$ cat src/rtl/button_uart_tx_if.sv
// Button sample input and UART status bundle for button_uart_tx.
// The master drives samples; the slave (the transmitter) reports link state.
interface button_uart_tx_if;
    logic [7:0] buttons;
    logic       buttons_valid;
    logic       txd;
    logic       busy;
    logic       pkt_sent;
    logic [7:0] last_sent;

    modport master (
        output buttons,
        output buttons_valid,
        input  txd,
        input  busy,
        input  pkt_sent,
        input  last_sent
    );

    modport slave (
        input  buttons,
        input  buttons_valid,
        output txd,
        output busy,
        output pkt_sent,
        output last_sent
    );
endinterface

$ cat src/rtl/button_uart_tx.sv
// Reports gamepad button samples as 3-byte 8N1 UART packets (header, data,
// checksum) on change or keepalive, with a single-entry newest-wins slot.
module button_uart_tx #(
    parameter int unsigned CLKS_PER_BIT     = 868,
    parameter logic [7:0]  HEADER           = 8'hA5,
    parameter int unsigned KEEPALIVE_FRAMES = 16
) (
    input  logic             clk,
    input  logic             reset_n,
    button_uart_tx_if.slave  bus
);

    localparam logic [15:0] BAUD_LAST = 16'(CLKS_PER_BIT - 1);
    localparam logic [7:0]  KA_LAST   = 8'(KEEPALIVE_FRAMES - 1);

    typedef enum logic [2:0] {
        IDLE,
        START,
        DATA,
        STOP,
        DONE
    } state_e;

    state_e      state_q, state_d;
    logic [15:0] baud_q, baud_d;
    logic [2:0]  bit_q, bit_d;
    logic [1:0]  byte_q, byte_d;
    logic [7:0]  shreg_q, shreg_d;
    logic [7:0]  last_q, last_d;
    logic [7:0]  pend_q, pend_d;
    logic        pend_vld_q, pend_vld_d;
    logic [7:0]  ka_q, ka_d;
    logic        busy_q, busy_d;
    logic        pkt_q, pkt_d;
    logic        txd_q, txd_d;

    logic [7:0]  ref_val;
    logic        report;
    logic        launch;
    logic [7:0]  launch_data;
    logic        bit_end;

    always_comb begin
        state_d     = state_q;
        baud_d      = baud_q;
        bit_d       = bit_q;
        byte_d      = byte_q;
        shreg_d     = shreg_q;
        last_d      = last_q;
        pend_d      = pend_q;
        pend_vld_d  = pend_vld_q;
        ka_d        = ka_q;
        busy_d      = busy_q;
        pkt_d       = 1'b0;
        txd_d       = 1'b1;
        report      = 1'b0;
        launch      = 1'b0;
        launch_data = pend_q;
        ref_val     = pend_vld_q ? pend_q : last_q;
        bit_end     = (baud_q == BAUD_LAST);

        if (bus.buttons_valid) begin
            if ((bus.buttons != ref_val) || (ka_q == KA_LAST)) begin
                report = 1'b1;
                ka_d   = '0;
            end else begin
                ka_d   = ka_q + 8'd1;
            end
        end

        if (report) begin
            pend_d     = bus.buttons;
            pend_vld_d = 1'b1;
        end

        if ((state_q == START) || (state_q == DATA) || (state_q == STOP)) begin
            baud_d = bit_end ? '0 : baud_q + 16'd1;
        end

        unique case (state_q)
            IDLE: begin
                // A sample queued last cycle launches now; a fresh one waits.
                if (pend_vld_q) begin
                    launch      = 1'b1;
                    launch_data = pend_q;
                    pend_vld_d  = report;
                end
            end
            START: begin
                if (bit_end) begin
                    state_d = DATA;
                    bit_d   = '0;
                end
            end
            DATA: begin
                if (bit_end) begin
                    shreg_d = {1'b0, shreg_q[7:1]};
                    bit_d   = bit_q + 3'd1;
                    if (bit_q == 3'd7) begin
                        state_d = STOP;
                    end
                end
            end
            STOP: begin
                if (bit_end) begin
                    if (byte_q == 2'd2) begin
                        state_d = DONE;
                        pkt_d   = 1'b1;
                    end else begin
                        byte_d  = byte_q + 2'd1;
                        shreg_d = (byte_q == 2'd0) ? last_q : (HEADER ^ last_q);
                        state_d = START;
                    end
                end
            end
            DONE: begin
                // Includes a sample strobed in this very cycle.
                if (pend_vld_d) begin
                    launch      = 1'b1;
                    launch_data = pend_d;
                    pend_vld_d  = 1'b0;
                end else begin
                    state_d = IDLE;
                    busy_d  = 1'b0;
                end
            end
            default: begin
                state_d = IDLE;
            end
        endcase

        if (launch) begin
            state_d = START;
            baud_d  = '0;
            bit_d   = '0;
            byte_d  = '0;
            shreg_d = HEADER;
            last_d  = launch_data;
            busy_d  = 1'b1;
        end

        unique case (state_d)
            START:   txd_d = 1'b0;
            DATA:    txd_d = shreg_d[0];
            default: txd_d = 1'b1;
        endcase
    end

    always_ff @(posedge clk or negedge reset_n) begin
        if (!reset_n) begin
            state_q    <= IDLE;
            baud_q     <= '0;
            bit_q      <= '0;
            byte_q     <= '0;
            shreg_q    <= '0;
            last_q     <= '0;
            pend_q     <= '0;
            pend_vld_q <= 1'b0;
            ka_q       <= '0;
            busy_q     <= 1'b0;
            pkt_q      <= 1'b0;
            txd_q      <= 1'b1;
        end else begin
            state_q    <= state_d;
            baud_q     <= baud_d;
            bit_q      <= bit_d;
            byte_q     <= byte_d;
            shreg_q    <= shreg_d;
            last_q     <= last_d;
            pend_q     <= pend_d;
            pend_vld_q <= pend_vld_d;
            ka_q       <= ka_d;
            busy_q     <= busy_d;
            pkt_q      <= pkt_d;
            txd_q      <= txd_d;
        end
    end

    assign bus.txd       = txd_q;
    assign bus.busy      = busy_q;
    assign bus.pkt_sent  = pkt_q;
    assign bus.last_sent = last_q;

endmodule

$ cat src/flat_wrapper.sv
// flat-port wrapper written by rule: the top's interface ports become plain ports
module button_uart_tx_flat 
#(
    parameter int unsigned CLKS_PER_BIT     = 868,
    parameter logic [7:0]  HEADER           = 8'hA5,
    parameter int unsigned KEEPALIVE_FRAMES = 16
)
  (clk, reset_n, bus_buttons, bus_buttons_valid, bus_txd, bus_busy, bus_pkt_sent, bus_last_sent);
  button_uart_tx_if bus_i ();
  input  logic clk;
  input  logic reset_n;
  input wire logic [$bits(bus_i.buttons)-1:0] bus_buttons;
  input wire logic [$bits(bus_i.buttons_valid)-1:0] bus_buttons_valid;
  output wire logic [$bits(bus_i.txd)-1:0] bus_txd;
  output wire logic [$bits(bus_i.busy)-1:0] bus_busy;
  output wire logic [$bits(bus_i.pkt_sent)-1:0] bus_pkt_sent;
  output wire logic [$bits(bus_i.last_sent)-1:0] bus_last_sent;
  assign bus_i.buttons = bus_buttons;
  assign bus_i.buttons_valid = bus_buttons_valid;
  assign bus_txd = bus_i.txd;
  assign bus_busy = bus_i.busy;
  assign bus_pkt_sent = bus_i.pkt_sent;
  assign bus_last_sent = bus_i.last_sent;
  button_uart_tx #(.CLKS_PER_BIT(CLKS_PER_BIT), .HEADER(HEADER), .KEEPALIVE_FRAMES(KEEPALIVE_FRAMES)) u_core (.clk(clk), .reset_n(reset_n), .bus(bus_i));
endmodule
$ cat config.mk
export PLATFORM = sky130hd
export DESIGN_NAME = button_uart_tx_flat
export DESIGN_NICKNAME = d
export VERILOG_FILES = /design/src/rtl/button_uart_tx_if.sv /design/src/rtl/button_uart_tx.sv /design/src/flat_wrapper.sv
export SDC_FILE = /design/constraint.sdc
export NUM_CORES = 1
export LEC_CHECK = 0
export BUFFER_PORTS_ARGS = -buffer_cell sky130_fd_sc_hd__buf_2
export CORE_ASPECT_RATIO = 1.75
export CORE_MARGIN = 3
export CORE_UTILIZATION = 56
export CTS_CLUSTER_DIAMETER = 60
export DETAILED_ROUTE_END_ITERATION = 10
export PLACE_DENSITY = 0.75
export REMOVE_ABC_BUFFERS = 1
export SLEW_MARGIN = 20
export SYNTH_ARGS = -nofsm -noshare
export SYNTH_HDL_FRONTEND = slang
export SYNTH_SLANG_ARGS = --single-unit
$ cat constraint.sdc
create_clock -name clk -period 3.4 [get_ports clk]
set_input_delay 1.02 -clock clk [delete_from_list [all_inputs] [get_ports clk]]
set_output_delay 1.02 -clock clk [all_outputs]
set_load 0.03 [all_outputs]
==> results_tabular.tex, run 1 <==
\begin{tabular}{lr}
\hline
Metric & Value \\
\hline
\multicolumn{2}{l}{\textbf{Place}} \\
\quad GPL Wtd Cong & 0.829 \\
\quad Area of placed instances & 0.00362 sq mm \\
\quad Post-DP HPWL & 5.28 mm \\
\quad Number of buffers added on ports & 21 \\
\multicolumn{2}{l}{\textbf{Route}} \\
\quad Antenna-violating nets left & 0 \\
\quad Routed via count & 2706 \\
\quad Detail-routed via count per cell & 5.87 \\
\quad Drc violations & 0 \\
\quad First-iteration detailed-routing DRC count & 199 \\
\quad Total routed wirelength & 7.54 mm \\
\quad Number of iterations in the first detailed-routing pass & 4 \\
\quad Routed wirelength normalized by instance count & 16.3 microns \\
\multicolumn{2}{l}{\textbf{Worst hold path}} \\
\quad Worst Hold Class & reg2reg \\
\multicolumn{2}{l}{\textbf{Clock network}} \\
\quad Register clock-pin slew on the reported worst setup and hold paths & 0.07 ns \\
\quad Root Driver & sky130\_fd\_sc\_hd\_\_clkbuf\_8 \\
\quad Number of sinks on the clock net & 60 \\
\quad Clock tree from TritonCTS & yes \\
\quad Later-pin clock latency in the skew report & 0.35 ns \\
\quad Postcts setup bufs & 0 \\
\quad Clock H-tree levels & 3 \\
\quad Clk buf depth & 2 \\
\quad Number of buffers created by CTS & 9 \\
\quad Post-cts gate resize count & 0 \\
\quad Hold-fix buffer count after cts & 0 \\
\multicolumn{2}{l}{\textbf{Final layout}} \\
\quad Number of inserted diodes & 0 \\
\quad Highest-count cells in the layout ignoring fill and taps & sky130\_fd\_sc\_hd\_\_dfrtp\_1 (59), sky130\_fd\_sc\_hd\_\_nand2\_1 (50), sky130\_fd\_sc\_hd\_\_buf\_2 (21) \\
\quad Leading cell type in the layout, fill and taps excluded & sky130\_fd\_sc\_hd\_\_dfrtp\_1 \\
\quad Layout overhead on the synthesized area & 11.6\% \\
\quad Fillers & 520 \\
\quad Storage cell area & 0.00150 sq mm \\
\quad Combined area of the multi-input logic cells & 0.00180 sq mm \\
\quad Final Util & 64.9\% \\
\quad Final Instance Area & 0.00382 sq mm \\
\quad Share of final-layout standard cells stronger than drive strength 1 & 18.0\% \\
\quad Post-layout net count & 395 \\
\multicolumn{2}{l}{\textbf{Global routing}} \\
\quad Total overflow reported by the global router & 0 \\
\quad Pin count of the biggest net entering global routing & 61 \\
\quad Global-route wire length before repair & 13.1 mm \\
\quad All-layer global routing usage & 24.3\% \\
\quad Antenna violations before repair & 0 \\
\quad Via count of the first global-routing pass & 2701 \\
\multicolumn{2}{l}{\textbf{Pwr}} \\
\quad Worst voltage drop across the vdd grid & 413 uV \\
\quad Clock network power share & 44.5\% \\
\quad Static leakage & 1.68 nW \\
\quad Internal power & 1.14 mW \\
\quad Sw power & 329 uW \\
\quad Pwr per Cell Area & 385 mW/mm\^{}2 \\
\quad Fraction of power consumed by sequential logic & 49.9\% \\
\quad Fraction of power spent switching nets & 22.4\% \\
\quad Combinational group share of total power & 5.6\% \\
\multicolumn{2}{l}{\textbf{Yosys}} \\
\quad Post-synth design cell area & 0.00342 sq mm \\
\quad Number of standard cells after synthesis & 356 \\
\quad Post-synthesis async set-or-reset flop share & 100\% \\
\quad Total of warnings raised by yosys & 0 \\
\quad Flops \& latches, synth & 60 \\
\quad Main synth FF type & sky130\_fd\_sc\_hd\_\_dfrtp\_1 \\
\quad Post-synth EDFFs & 0 \\
\quad Average cell area after synthesis & 9.61 sq um \\
\quad Sequential fraction of the synthesis area & 43.9\% \\
\quad Distinct cell type count of the synthesized netlist & 62 \\
\multicolumn{2}{l}{\textbf{Critical path}} \\
\quad Reg2reg path depth & 7 \\
\quad Critical path type & reg2reg \\
\quad Endpoint arrival time on the critical path & 3.10 ns \\
\quad Critical register-to-register path startpoint & u\_core.pend\_vld\_q \\
\quad Critical path peak fanout & 20 \\
\quad Startpoint class of the critical path & register \\
\quad Worst reg2reg endpoint & u\_core.baud\_q[13] \\
\quad Endpoint kind of the worst setup timing path & register \\
\quad Capturing element of the worst setup path & u\_core.baud\_q[13] \\
\quad Required time of the critical path & 3.67 ns \\
\quad Worst setup slack for register-to-register paths & 0.57 ns \\
\quad Worst setup path start & u\_core.pend\_vld\_q \\
\multicolumn{2}{l}{\textbf{Floorplanning}} \\
\quad Die height & 109 microns \\
\quad Initial core utilization & 58.2\% \\
\quad I/O pin total & 22 \\
\quad Floorplan die width & 65.1 microns \\
\quad Total core area & 0.00588 sq mm \\
\quad Floorplan die area & 0.00712 sq mm \\
\quad Placement row count & 37 \\
\multicolumn{2}{l}{\textbf{Timing}} \\
\quad Highest clock frequency the design can meet & 353 MHz \\
\quad Final period demand of the worst path & 2.83 ns \\
\quad Part of the cycle the worst path needs & 83.2\% \\
\quad Worst-Margin Slew & 0.669 ns \\
\quad Final-report hold violation count & 0 \\
\quad Fin Clk Skew & 0.00995 ns \\
\quad Fin Setup TNS & 0 ns \\
\quad Count of final setup violators & 0 \\
\quad Number of slew-limit violations in the final report & 0 \\
\quad Slew margin rel. & 55.4\% \\
\quad Setup repair after global routing missed its margin & false \\
\multicolumn{2}{l}{\textbf{Status}} \\
\quad Run status & finished clean \\
\multicolumn{2}{l}{\textbf{Flow run}} \\
\quad Number of maximum-capacitance violations & 0 \\
\hline
\end{tabular}
[power groups by stage]
stage          combinational (mW)  sequential (mW)  clock [mW]
3_3_place_gp               0.0819            0.746           0
5_1_grt                    0.0916            0.735       0.696
2_1_floorplan              0.0438            0.745           0
3_5_place_dp               0.0838            0.746           0
6_report                   0.0819            0.733       0.654
4_1_cts                    0.0842            0.733       0.661
[routing by layer]
metal	routed length, microns	vias up	track usage, %	share of wire, %
met2	4080	35	40.5	54
met5	0	-	0	0
met4	163	0	13.4	2.2
met3	211	12	5.62	2.8
met1	3080	1326	28.7	41
li1	-	1333	-	-
[layout make-up]
| type | count | area share [%] |
|---|---|---|
| well taps | 78 | 2.56 |
| multi-input cells | 266 | 47.1 |
| repair buffers | 29 | 4.66 |
| flip-flops and latches | 60 | 39.4 |
| clock inverters | 1 | 0.787 |
| clock buffers | 15 | 4.36 |
| inverters | 12 | 1.18 |
[cells by family (layout without fill, tap and decap cells)]
logic type | count (synthesis) | count (layout) | synth area share (%)
flops | 60 | 60 | 43.9
mux | 28 | 28 | 8.53
xor+xnor | 16 | 16 | 4.10
buf+inv | 30 | 57 | 3.88
simple gates | 130 | 130 | 19.9
fa+ha+maj | 6 | 6 | 2.20
compound gates | 86 | 86 | 17.4
[sequential cells by signal (all words and copies together), names as in the netlist, 2 cells and up]
register / cells
u_core.pend_q: 8
u_core.bus.last_sent: 8
u_core.bit_q: 3
u_core.shreg_q: 8
u_core.ka_q: 8
u_core.state_q: 3
u_core.baud_q: 16
u_core.byte_q: 2
[worst min-delay path by stage]
stage | startpoint | to | slack (ns) | depth (start not counted)
finish | u_core.ka_q[2] | u_core.ka_q[2] | 0.52 | 1
global route | u_core.ka_q[3] | u_core.ka_q[3] | 0.54 | 1
CTS | u_core.ka_q[2] | u_core.ka_q[2] | 0.52 | 1
detailed placement | u_core.ka_q[2] | u_core.ka_q[2] | 0.51 | 1
global placement | u_core.ka_q[2] | u_core.ka_q[2] | 0.49 | 1
floorplan | u_core.ka_q[2] | u_core.ka_q[2] | 0.46 | 1
[synthesized netlist by cell type (2+ instances only)]
cell                        instances  area, sq um
sky130_fd_sc_hd__a22o_1             2         17.5
sky130_fd_sc_hd__buf_1              3         11.3
sky130_fd_sc_hd__nand4_1            2         12.5
sky130_fd_sc_hd__o21ai_1            4         20.0
sky130_fd_sc_hd__or4_4              2         22.5
sky130_fd_sc_hd__xnor2_1           11         96.3
sky130_fd_sc_hd__o32ai_1            3         26.3
sky130_fd_sc_hd__or2_2              2         12.5
sky130_fd_sc_hd__and4_1             3         26.3
sky130_fd_sc_hd__o22ai_1            8         50.1
sky130_fd_sc_hd__a31oi_1            6         37.5
sky130_fd_sc_hd__a22oi_1            5         37.5
sky130_fd_sc_hd__nor4_1             2         12.5
sky130_fd_sc_hd__nand2b_1           4         25.0
sky130_fd_sc_hd__dfrtp_1           59         1480
sky130_fd_sc_hd__ha_1               6         75.1
sky130_fd_sc_hd__clkbuf_1           6         22.5
sky130_fd_sc_hd__o31ai_1            6         45.0
sky130_fd_sc_hd__a21o_1             2         15.0
sky130_fd_sc_hd__nand3_1           12         60.1
sky130_fd_sc_hd__o2bb2ai_1          4         35.0
sky130_fd_sc_hd__o22a_1             2         17.5
sky130_fd_sc_hd__nand2_1           50          188
sky130_fd_sc_hd__or3_1              2         12.5
sky130_fd_sc_hd__nand3b_1           2         15.0
sky130_fd_sc_hd__nor2_1            19         71.3
sky130_fd_sc_hd__nor3_1             6         30.0
sky130_fd_sc_hd__xor2_1             5         43.8
sky130_fd_sc_hd__a21oi_1           14         70.1
sky130_fd_sc_hd__inv_1             12         45.0
sky130_fd_sc_hd__and3_1             9         56.3
sky130_fd_sc_hd__mux2_2             9          101
sky130_fd_sc_hd__buf_2              7         35.0
sky130_fd_sc_hd__nor3_2             2         20.0
sky130_fd_sc_hd__mux2i_1           19          190
sky130_fd_sc_hd__o21ai_0           20          100
[critical path, cell delays in order, from the launching register on]
cell	delay (ns)
sky130_fd_sc_hd__dfrtp_1	0.77
sky130_fd_sc_hd__mux2i_1	0.29
sky130_fd_sc_hd__xnor2_1	0.10
sky130_fd_sc_hd__a2111oi_2	0.58
sky130_fd_sc_hd__a31oi_2	0.30
sky130_fd_sc_hd__buf_4	0.29
sky130_fd_sc_hd__a21o_1	0.25
sky130_fd_sc_hd__o21ai_1	0.16
[through the flow]
| step | setup WS, ns | hold WS (ns) | total power, mW | instances |
|---|---|---|---|---|
| after floorplan | 0.430 | 0.464 | 0.789 | 338 |
| after detailed placement | 0.435 | 0.508 | 0.830 | 445 |
| after global routing | 0.259 | 0.540 | 1.52 | 461 |
| after CTS | 0.557 | 0.523 | 1.48 | 461 |
| final | 0.570 | 0.524 | 1.47 | 461 |
| after global placement | 0.545 | 0.488 | 0.827 | 445 |
Power figures use the tool's default switching activity.
==> inputs of run 2 (changes only) <==
--- a/config.mk
+++ b/config.mk
@@ -5,13 +5,14 @@
 export SDC_FILE = /design/constraint.sdc
 export NUM_CORES = 1
 export LEC_CHECK = 0
+export ABC_AREA = 1
 export BUFFER_PORTS_ARGS = -buffer_cell sky130_fd_sc_hd__buf_2
 export CORE_ASPECT_RATIO = 1.75
 export CORE_MARGIN = 3
-export CORE_UTILIZATION = 56
+export CORE_UTILIZATION = 55
 export CTS_CLUSTER_DIAMETER = 60
 export DETAILED_ROUTE_END_ITERATION = 10
-export PLACE_DENSITY = 0.75
+export PLACE_DENSITY = 0.76
 export REMOVE_ABC_BUFFERS = 1
 export SLEW_MARGIN = 20
 export SYNTH_ARGS = -nofsm -noshare
==> constraint.sdc (replaced) <==
create_clock -name clk -period 2.6 [get_ports clk]
set_input_delay 0.78 -clock clk [delete_from_list [all_inputs] [get_ports clk]]
set_output_delay 0.78 -clock clk [all_outputs]
set_load 0.03 [all_outputs]
==> results_tabular.tex, run 2 <==
\begin{tabular}{lr}
\hline
Metric & Value \\
\hline
\multicolumn{2}{l}{\textbf{Timing}} \\
\quad Setup repair after global routing missed its margin & false (unchanged) \\
\quad Part of the cycle the worst path needs & 84.9\% (was 83.2\%) \\
\quad Final period demand of the worst path & 2.21 ns (was 2.83 ns) \\
\quad Fin Setup TNS & 0 ns (unchanged) \\
\quad Slew margin rel. & 41.6\% (was 55.4\%) \\
\quad Worst-Margin Slew & 0.876 ns (was 0.669 ns) \\
\quad Count of final setup violators & 0 (unchanged) \\
\quad Number of slew-limit violations in the final report & 0 (unchanged) \\
\quad Tightest hold margin & 0.421 ns (was 0.524 ns) \\
\quad Final-report hold violation count & 0 (unchanged) \\
\quad Highest clock frequency the design can meet & 453 MHz (was 353 MHz) \\
\quad Fin Clk Skew & 0.00664 ns (was 0.00995 ns) \\
\multicolumn{2}{l}{\textbf{Yosys}} \\
\quad Synth cell count leaders & sky130\_fd\_sc\_hd\_\_nand2\_1 (145), sky130\_fd\_sc\_hd\_\_inv\_1 (66), sky130\_fd\_sc\_hd\_\_dfrtp\_1 (59), sky130\_fd\_sc\_hd\_\_nand3\_1 (59), sky130\_fd\_sc\_hd\_\_nor2\_1 (38) (was sky130\_fd\_sc\_hd\_\_dfrtp\_1 (59), sky130\_fd\_sc\_hd\_\_nand2\_1 (50), sky130\_fd\_sc\_hd\_\_o21ai\_0 (20), sky130\_fd\_sc\_hd\_\_mux2i\_1 (19), sky130\_fd\_sc\_hd\_\_nor2\_1 (19)) \\
\quad Synth top area share & 41.2\% (was 43.2\%) \\
\quad Number of standard cells after synthesis & 493 (was 356) \\
\quad Most frequent cell after synthesis & sky130\_fd\_sc\_hd\_\_nand2\_1 (was sky130\_fd\_sc\_hd\_\_dfrtp\_1) \\
\quad Distinct cell type count of the synthesized netlist & 34 (was 62) \\
\quad Post-synth EDFFs & 0 (unchanged) \\
\quad Post-synthesis async set-or-reset flop share & 100\% (unchanged) \\
\quad Average cell area after synthesis & 7.28 sq um (was 9.61 sq um) \\
\quad Post-synth design cell area & 0.00359 sq mm (was 0.00342 sq mm) \\
\quad Total of warnings raised by yosys & 0 (unchanged) \\
\quad Most area-consuming cells after synthesis & sky130\_fd\_sc\_hd\_\_dfrtp\_1 (41\%), sky130\_fd\_sc\_hd\_\_nand2\_1 (15\%), sky130\_fd\_sc\_hd\_\_nand3\_1 (8.2\%) (was sky130\_fd\_sc\_hd\_\_dfrtp\_1 (43\%), sky130\_fd\_sc\_hd\_\_mux2i\_1 (5.6\%), sky130\_fd\_sc\_hd\_\_nand2\_1 (5.5\%)) \\
\quad Sequential fraction of the synthesis area & 41.9\% (was 43.9\%) \\
\quad Flops \& latches, synth & 60 (unchanged) \\
\quad Top cell type by total area after synthesis & sky130\_fd\_sc\_hd\_\_dfrtp\_1 (unchanged) \\
\quad Main synth FF type & sky130\_fd\_sc\_hd\_\_dfrtp\_1 (unchanged) \\
\multicolumn{2}{l}{\textbf{Floorplanning}} \\
\quad Die height & 113 microns (was 109 microns) \\
\quad Initial core utilization & 57.2\% (was 58.2\%) \\
\quad Floorplan die area & 0.00757 sq mm (was 0.00712 sq mm) \\
\quad Placement row count & 38 (was 37) \\
\quad Floorplan die width & 67.1 microns (was 65.1 microns) \\
\quad I/O pin total & 22 (unchanged) \\
\quad Total core area & 0.00628 sq mm (was 0.00588 sq mm) \\
\multicolumn{2}{l}{\textbf{Global routing}} \\
\quad Pin count of the biggest net entering global routing & 38 (was 61) \\
\quad Global-route wire length before repair & 14.8 mm (was 13.1 mm) \\
\quad All-layer global routing usage & 26.0\% (was 24.3\%) \\
\quad Total overflow reported by the global router & 0 (unchanged) \\
\quad Antenna violations before repair & 0 (unchanged) \\
\quad Via count of the first global-routing pass & 3335 (was 2701) \\
\multicolumn{2}{l}{\textbf{Critical path}} \\
\quad Endpoint kind of the worst setup timing path & register (unchanged) \\
\quad Required time of the critical path & 2.89 ns (was 3.67 ns) \\
\quad Critical path type & reg2reg (unchanged) \\
\quad Critical path peak fanout & 11 (was 20) \\
\quad Endpoint arrival time on the critical path & 2.50 ns (was 3.10 ns) \\
\quad Startpoint class of the critical path & register (unchanged) \\
\multicolumn{2}{l}{\textbf{Pwr}} \\
\quad Internal power & 1.59 mW (was 1.14 mW) \\
\quad Fraction of power spent switching nets & 22.3\% (was 22.4\%) \\
\quad Sw power & 457 uW (was 329 uW) \\
\quad Fraction of power consumed by sequential logic & 46.6\% (was 49.9\%) \\
\quad Static leakage & 2.10 nW (was 1.68 nW) \\
\quad Combinational group share of total power & 4.4\% (was 5.6\%) \\
\quad Worst voltage drop across the vdd grid & 391 uV (was 413 uV) \\
\quad Pwr per Cell Area & 505 mW/mm\^{}2 (was 385 mW/mm\^{}2) \\
\quad Clock network power share & 49.0\% (was 44.5\%) \\
\multicolumn{2}{l}{\textbf{Place}} \\
\quad Number of buffers added on ports & 21 (unchanged) \\
\quad GPL Wtd Cong & 0.890 (was 0.829) \\
\quad Post-DP HPWL & 6.37 mm (was 5.28 mm) \\
\multicolumn{2}{l}{\textbf{Clock network}} \\
\quad Root Driver & sky130\_fd\_sc\_hd\_\_clkbuf\_8 (unchanged) \\
\quad Register clock-pin slew on the reported worst setup and hold paths & 0.07 ns (about the same) \\
\quad Number of buffers created by CTS & 9 (unchanged) \\
\quad Postcts setup bufs & 0 (unchanged) \\
\quad Clock H-tree levels & 3 (unchanged) \\
\quad Clk buf depth & 2 (unchanged) \\
\quad Later-pin clock latency in the skew report & 0.36 ns (was 0.35 ns) \\
\quad Hold-fix buffer count after cts & 0 (unchanged) \\
\quad Post-cts gate resize count & 0 (unchanged) \\
\quad Number of sinks on the clock net & 60 (unchanged) \\
\quad Clock tree from TritonCTS & yes (unchanged) \\
\multicolumn{2}{l}{\textbf{Status}} \\
\quad Run status & finished clean (unchanged) \\
\multicolumn{2}{l}{\textbf{Final layout}} \\
\quad Leading cell type in the layout, fill and taps excluded & sky130\_fd\_sc\_hd\_\_nand2\_1 (was sky130\_fd\_sc\_hd\_\_dfrtp\_1) \\
\quad Number of inserted diodes & 0 (unchanged) \\
\quad Post-layout net count & 541 (was 395) \\
\quad Layout overhead on the synthesized area & 12.9\% (was 11.6\%) \\
\quad Max FFs per register & 16 (unchanged) \\
\quad Highest-count cells in the layout ignoring fill and taps & sky130\_fd\_sc\_hd\_\_nand2\_1 (145), sky130\_fd\_sc\_hd\_\_inv\_1 (66), sky130\_fd\_sc\_hd\_\_nand3\_1 (59), sky130\_fd\_sc\_hd\_\_dfrtp\_1 (59), sky130\_fd\_sc\_hd\_\_nor2\_1 (38) (was sky130\_fd\_sc\_hd\_\_dfrtp\_1 (59), sky130\_fd\_sc\_hd\_\_nand2\_1 (50), sky130\_fd\_sc\_hd\_\_buf\_2 (21)) \\
\quad Largest reg by FF count & u\_core.baud\_q (unchanged) \\
\quad Share of final-layout standard cells stronger than drive strength 1 & 11.5\% (was 18.0\%) \\
\multicolumn{2}{l}{\textbf{Route}} \\
\quad First-iteration detailed-routing DRC count & 262 (was 199) \\
\quad Drc violations & 0 (unchanged) \\
\quad Routed via count & 3378 (was 2706) \\
\quad Routed wirelength normalized by instance count & 14.5 microns (was 16.3 microns) \\
\quad Total routed wirelength & 8.82 mm (was 7.54 mm) \\
\quad Antenna-violating nets left & 0 (unchanged) \\
\quad Number of iterations in the first detailed-routing pass & 5 (was 4) \\
\quad Detail-routed via count per cell & 5.55 (was 5.87) \\
\multicolumn{2}{l}{\textbf{Flow run}} \\
\quad Number of maximum-capacitance violations & 0 (unchanged) \\
\multicolumn{2}{l}{\textbf{Worst hold path}} \\
\quad Worst Hold Class & in2async (was reg2reg) \\
\hline
\end{tabular}
==> run 2: changes by cell type after synthesis, moves of 6 or more <==
cell / before / now
sky130_fd_sc_hd__and3_1: 9 / 3
sky130_fd_sc_hd__nand4_1: 2 / 13
sky130_fd_sc_hd__o22ai_1: 8 / 0
sky130_fd_sc_hd__nor2_1: 19 / 38
sky130_fd_sc_hd__xnor2_1: 11 / 4
sky130_fd_sc_hd__o21ai_0: 20 / 30
sky130_fd_sc_hd__nand3_1: 12 / 59
sky130_fd_sc_hd__o31ai_1: 6 / 0
sky130_fd_sc_hd__inv_1: 12 / 66
sky130_fd_sc_hd__nand2_1: 50 / 145
sky130_fd_sc_hd__mux2i_1: 19 / 0
sky130_fd_sc_hd__mux2_2: 9 / 0
sky130_fd_sc_hd__a31oi_1: 6 / 0
sky130_fd_sc_hd__xor2_1: 5 / 13
==> run 2: metrics by stage <==
step	area, sq um	setup WS, ns	util (%)	std cells	power (mW)
5_1_grt	4050	0.175	64.5	609	2.12
4_1_cts	4050	0.415	64.5	609	2.07
2_1_floorplan	3490	0.588	-	480	1.01
3_5_place_dp	3810	0.256	60.8	593	1.06
3_3_place_gp	3810	0.289	60.8	593	1.06
6_report	4050	0.392	64.5	609	2.05
==> run 2: cells by family after synthesis <==
kind of cell,synth area share [%]
adders and majority gates,2.09
buffers and inverters,9.80
xor gates and xnor gates,4.15
and+or+nand+nor,34.2
AOI/OAI and AO/OA,7.85
DFF,41.9
==> run 2: worst max-delay path: stages (launching register included) <==
cell                      delay [ns]
sky130_fd_sc_hd__dfrtp_1        0.49
sky130_fd_sc_hd__buf_4          0.22
sky130_fd_sc_hd__nand2_1        0.08
sky130_fd_sc_hd__nand2_1        0.07
sky130_fd_sc_hd__nand2_1        0.05
sky130_fd_sc_hd__nand2_1        0.05
sky130_fd_sc_hd__nand2_1        0.05
sky130_fd_sc_hd__nor2_1         0.12
sky130_fd_sc_hd__nand3_2        0.17
sky130_fd_sc_hd__nand3_4        0.15
sky130_fd_sc_hd__nand2_4        0.10
sky130_fd_sc_hd__inv_2          0.21
sky130_fd_sc_hd__buf_4          0.20
sky130_fd_sc_hd__nand3_1        0.08
sky130_fd_sc_hd__nand2_1        0.11
==> run 2: cell type report <==
class | instances | area (sq um)
Fill cell | 589 | 2230
Multi-Input combinational cell | 351 | 1730
Sequential cell | 60 | 1500
Inverter | 69 | 259
Timing Repair Buffer | 33 | 220
Clock buffer | 12 | 165
Tap cell | 80 | 100
Clock inverter | 4 | 70.1
==> run 2: final timing paths <==
| path | endpoint | slack (ns) | start | cells after the start |
|---|---|---|---|---|
| max in group asynchronous | u_core.pend_q[6] | 1.57 | reset_n | 2 |
| hold / removal | u_core.baud_q[10] | 0.42 | reset_n | 1 |
| setup reg to reg | u_core.baud_q[3] | 0.39 | u_core.pend_vld_q | 14 |
| setup / recovery | u_core.baud_q[3] | 0.39 | u_core.pend_vld_q | 14 |
| min in group clk | u_core.shreg_q[2] | 0.49 | u_core.shreg_q[2] | 2 |
| hold reg to reg | u_core.shreg_q[2] | 0.49 | u_core.shreg_q[2] | 2 |
==> run 2: per-layer routing <==
metal / up-vias / track usage [%] / routed length (microns)
met1: 1613 / 27.6 / 3390
met3: 36 / 7.45 / 363
met4: 0 / 14.6 / 364
met5: - / 0 / 0
li1: 1639 / - / -
met2: 90 / 44.5 / 4710
==> run 2: power groups by stage <==
stage / sequential [mW] / combinational, mW / clock, mW
final: 0.953 / 0.0910 / 1.00
after global routing: 0.954 / 0.105 / 1.06
after global placement: 0.969 / 0.0897 / 0
after detailed placement: 0.970 / 0.0919 / 0
after floorplan: 0.969 / 0.0452 / 0
after CTS: 0.953 / 0.0921 / 1.03
